File: src/rtl/display_scanner.sv
// ---------------------------------------------------------------------------
// display_scanner
//   Time-multiplexed scanner for a 4-digit 7-segment display. Each digit is
//   given a slot of CLK_DIV cycles. The first BLANK_CYCLES cycles of a slot
//   keep all digit enables off so the previous digit cannot ghost. A new
//   value can be loaded at any time, but it only becomes visible at the next
//   frame boundary, so a frame never mixes old and new digits.
//
// Ports
//   clk        : clock, all state changes on the rising edge
//   rst        : synchronous, active-high reset
//   value_in   : four BCD nibbles, [3:0] is digit 0 (least significant)
//   load       : capture value_in this cycle
//   blank_lz   : enable leading-zero blanking (registered, effective next cycle)
//   digit_code : nibble for the 7-segment decoder, 4'hF = blank
//   digit_sel  : one-hot, active-high digit enable
//   frame_done : one-cycle pulse on the last cycle of each four-slot frame
// ---------------------------------------------------------------------------
module display_scanner #(
  parameter int CLK_DIV      = 12000,
  parameter int BLANK_CYCLES = 500
) (
  input  logic        clk,
  input  logic        rst,
  input  logic [15:0] value_in,
  input  logic        load,
  input  logic        blank_lz,
  output logic [3:0]  digit_code,
  output logic [3:0]  digit_sel,
  output logic        frame_done
);

  localparam int              CNT_W   = (CLK_DIV > 1) ? $clog2(CLK_DIV) : 1;
  localparam logic [CNT_W-1:0] CNT_MAX = CNT_W'(CLK_DIV - 1);
  localparam logic [CNT_W-1:0] BLANK_C = CNT_W'(BLANK_CYCLES);

  logic [CNT_W-1:0] cnt_q, cnt_d;
  logic [1:0]       idx_q, idx_d;
  logic [15:0]      pending_q, pending_d;
  logic [15:0]      active_q, active_d;
  logic             blz_q, blz_d;
  // Registered copy of reset: lets the outputs show the reset pattern without
  // a combinational path from rst, and holds the counter at zero for the
  // first cycle after release so counting restarts cleanly at cnt=0.
  logic             in_rst_q;

  logic             last_cyc;
  logic             boundary;
  logic             dead_time;
  logic             lz_blank;
  logic [3:0]       nibble;

  // Digit i (i > 0) is a leading zero when it and every digit above it are 0.
  function automatic logic lead_zero(input logic [15:0] v, input logic [1:0] i);
    logic z;
    case (i)
      2'd3:    z = (v[15:12] == 4'h0);
      2'd2:    z = (v[15:8]  == 8'h00);
      2'd1:    z = (v[15:4]  == 12'h000);
      default: z = 1'b0;
    endcase
    return z;
  endfunction

  always_comb begin
    last_cyc  = (cnt_q == CNT_MAX);
    boundary  = last_cyc && (idx_q == 2'd3) && !in_rst_q;

    cnt_d     = cnt_q;
    idx_d     = idx_q;
    pending_d = load ? value_in : pending_q;
    active_d  = active_q;
    blz_d     = blank_lz;

    if (!in_rst_q) begin
      if (last_cyc) begin
        cnt_d = '0;
        idx_d = idx_q + 2'd1;
      end else begin
        cnt_d = cnt_q + CNT_W'(1);
      end
    end

    // A load landing exactly on the boundary bypasses pending.
    if (boundary) begin
      active_d = load ? value_in : pending_q;
    end
  end

  always_ff @(posedge clk) begin
    if (rst) begin
      cnt_q     <= '0;
      idx_q     <= 2'd0;
      pending_q <= 16'h0000;
      active_q  <= 16'h0000;
      blz_q     <= 1'b0;
      in_rst_q  <= 1'b1;
    end else begin
      cnt_q     <= cnt_d;
      idx_q     <= idx_d;
      pending_q <= pending_d;
      active_q  <= active_d;
      blz_q     <= blz_d;
      in_rst_q  <= 1'b0;
    end
  end

  always_comb begin
    nibble     = active_q[{idx_q, 2'b00} +: 4];
    lz_blank   = blz_q && lead_zero(active_q, idx_q);
    dead_time  = (BLANK_CYCLES != 0) && (cnt_q < BLANK_C);

    frame_done = boundary;
    digit_code = (in_rst_q || lz_blank) ? 4'hF : nibble;
    digit_sel  = (in_rst_q || dead_time) ? 4'b0000 : (4'b0001 << idx_q);
  end

endmodule

File: config.mk
export PLATFORM = sky130hd
export DESIGN_NAME = display_scanner
export DESIGN_NICKNAME = d
export VERILOG_FILES = /design/src/rtl/display_scanner.sv
export SDC_FILE = /design/constraint.sdc
export NUM_CORES = 1
export LEC_CHECK = 0
export CAP_MARGIN = 30
export CORE_MARGIN = 5
export CORE_UTILIZATION = 45
export CTS_CLUSTER_SIZE = 24
export DETAILED_ROUTE_END_ITERATION = 7
export GPL_TIMING_DRIVEN = 0
export HOLD_SLACK_MARGIN = 0.05
export PLACE_DENSITY_LB_ADDON = 0.3
export SLEW_MARGIN = 20
export SYNTH_ARGS = -nofsm -noshare
export SYNTH_HDL_FRONTEND = slang
export SYNTH_SLANG_ARGS = --single-unit
File: constraint.sdc
create_clock -name clk -period 5.1 [get_ports clk]
set_input_delay 1.275 -clock clk [delete_from_list [all_inputs] [get_ports clk]]
set_output_delay 1.275 -clock clk [all_outputs]
set_load 0.02 [all_outputs]
==> impl_metrics.csv <==
group,metric,value,unit
logic_synthesis,synthXorXnorAreaFrac,0.0528,
logic_synthesis,synth_adder_area_share,0.0323,
floorplan,ios,29,
route,first_pass_iters,4,
logic_synthesis,synth_edf_count,0,
floorplan,dieArea,6690,sq um
clock_tree,hold_buffers,0,
logic_synthesis,synth_simple_gate_area_frac,0.254,
power,power.density,263,nW/um^2
logic_synthesis,ys_seq_elements,50,
placed_design,gp_congestion,0.847,
clock_tree,cts_made_buffers,5,
logic_synthesis,synth_cells,241,
layout,fin_nets,301,
min_path,hold_class,"register to register",
worst_setup_path,critPathLaunchType,"register",
timing,period_needed,4.05,ns
run_status,status,"finished clean",
route,drt-initial-drc-count,171,
logic_synthesis,synth_most_common_cell,"dfxtp_1",
route,viasPerCell,5.10,
clock_tree,cts.repair.resized,0,
worst_setup_path,crit_chain,"clkbuf_1 > inv_1 > ha_1 > nor2b_1 > nand3_1 > o21ai_0 > or3_1 > clkdlybuf4s50_1",
clock_tree,clk_latency,0.31,ns
timing,finalHoldViolCount,0,
logic_synthesis,syn_nets,267,
route,vias,1763,
worst_setup_path,path_class,"register to primary output",
worst_setup_path,critical_path.top_delay_family,"buffers and inverters",
route,drc_errors,0,
worst_setup_path,worstPathRequired,3.83,ns
global_routing,grt_util_all_layers,0.160,
worst_setup_path,critical_path_buf_inv_count,3,
clock_tree,post-cts-setup-buffer-count,0,
logic_synthesis,synth.area.top_cells,"dfxtp_1, mux2i_1, nor2_1, nand3_1, nand2b_1",
global_routing,grt_max_degree,16,
clock_tree,clock-sinks,50,
clock_tree,cts_tree,"done",
logic_synthesis,ys.flop_type,"dfxtp_1",
worst_setup_path,critPathMaxStageDelay,0.61,ns
layout,drive_gt1_frac,0.116,
worst_setup_path,worst_ep_arrival_time,2.77,ns
logic_synthesis,synth_compound_area_frac,0.0609,
worst_setup_path,crit_fanout,6,
placed_design,dp_hpwl,3390,um
clock_tree,path_clk_slew,0.09,ns
route,ant_nets,0,
power,total_leakage_power,1.05,nW
logic_synthesis,syn_area,2320,sq um
global_routing,grt_pass1_wl,8060,um
floorplan,fp-row-count,26,
timing,slew_headroom,0.671,
power,finalPower,0.734,mW
timing,setup_tns,0,ns
timing,worst_pin_slew,0.493,ns
logic_synthesis,yosys_warnings,0,
logic_synthesis,avgSynthCellArea,9.63,sq um
floorplan,core,5040,sq um
placed_design,portBuffers,27,
logic_synthesis,yosysTopAreaCellShare,0.431,
logic_synthesis,ys_types,34,
logic_synthesis,synth_top_cell_by_area,"dfxtp_1",
clock_tree,root_buffer,"clkbuf_8",
global_routing,grt_overflow,0,
job,cap_violations,0,
route,wl,4660,um
global_routing,grt_pass1_vias,1708,
worst_setup_path,slowest_stage,"clkdlybuf4s50_1",
floorplan,die_x,81.8,um
logic_synthesis,synth.area.mux_share,0.116,
floorplan,die_h,81.8,um
layout,diodes,0,
floorplan,start_util,0.460,
timing,clock_skew,0.00648,ns
power,max-vdd-ir-drop,0.155,mV
timing,setup_viol_count_final,0,
timing,max_freq,0.247,GHz
worst_setup_path,endpoint_kind,"primary output",
logic_synthesis,async_reset_ff_frac,0,
route,wl_per_cell,13.5,um
logic_synthesis,seq_area_frac_synth,0.431,
global_routing,antenna_found_initial,0,
timing,final-max-slew-violation-count,0,
timing,period_share,0.794,
timing,grt_setup_unrepaired,"false",
clock_tree,htreeDepth,2,
layout,syn2layout_area_growth,20.2,%
logic_synthesis,yosys-top-cells-count,"dfxtp_1, nor2_1, nand3_1, mux2i_1, nand2b_1",
clock_tree,ctsLongestPathBuffers,2,
logic_synthesis,synth_top_family_by_area,"simple AND/OR/NAND/NOR gates",
## per-stage QoR
stage	util	setup slack [ns]	std cells	area [sq um]	hold slack [ns]
floorplan	-	2.16	241	2320	0.446
global placement	0.531	1.43	338	2680	0.470
detailed placement	0.531	1.35	338	2680	0.469
CTS	0.553	0.997	346	2790	0.492
global route	0.553	0.816	346	2790	0.527
finish	0.553	1.05	346	2790	0.492
## report_power, final
| part | internal, mW | switching [mW] |
|---|---|---|
| sequential | 0.400 | 0.00351 |
| combinational | 0.0292 | 0.0240 |
| clock | 0.146 | 0.131 |
| total | 0.576 | 0.158 |
## flip-flops by register name, summed over array words and instances (netlist names)
name,cells
active_q,16
pending_q,16
cnt_q,14
idx_q,2
blz_q,1
in_rst_q,1
## area by class of cell
class / instances / area, sq um
plain buffers: 17 / 113
multi-input cells: 172 / 1200
repair buffers: 27 / 270
well taps: 70 / 87.6
flip-flops and latches: 50 / 1000
inverters: 2 / 7.51
fillers: 479 / 2250
clock inverters: 2 / 37.5
clock buffers: 6 / 72.6
## worst paths after layout
kind / startpoint / end / slack [ns] / depth (start not counted)
worst max-delay path: idx_q[0] / digit_code[1] / 1.05 / 8
worst min-delay path: active_q[3] / active_q[3] / 0.49 / 2
worst max register to register: idx_q[1] / active_q[6] / 3.32 / 5
worst min register to register: active_q[3] / active_q[3] / 0.49 / 2
## worst min-delay path, stage by stage (launching register included)
cell	delay, ns
dfxtp_1	0.32
nand2b_1	0.06
o21ai_0	0.07
## routing by layer
| metal | routed length (um) | GRT usage |
|---|---|---|
| met5 | 0 | 0 |
| met4 | 78 | 0.0598 |
| met3 | 202 | 0.0493 |
| met2 | 2080 | 0.246 |
| met1 | 2290 | 0.208 |
## kinds of logic after synthesis
kind of cell,Yosys count
buffers and inverters,19
AO/OA/AOI/OAI,20
XOR/XNOR,14
flip-flops,50
AND/OR/NAND/NOR,110
adder cells (fa/ha/maj),6
multiplexers,22
## cells in the final DEF (no fill, tap or decap), types with 4 or more instances in the layout
cell type and count:
dfxtp_1 50, nand2b_1 16, o21ai_2 10, and4_1 4, nand3_1 21, xor2_1 5
mux4_2 4, o21ai_0 7, buf_2 5, nor2_1 35, ha_1 6, mux2i_1 18
clkdlybuf4s50_1 27, clkbuf_1 8, or3_1 4, and2_1 5, xnor2_1 9, nor4_1 4
clkbuf_8 5
No activity file was read; power rests on OpenSTA's default activity.
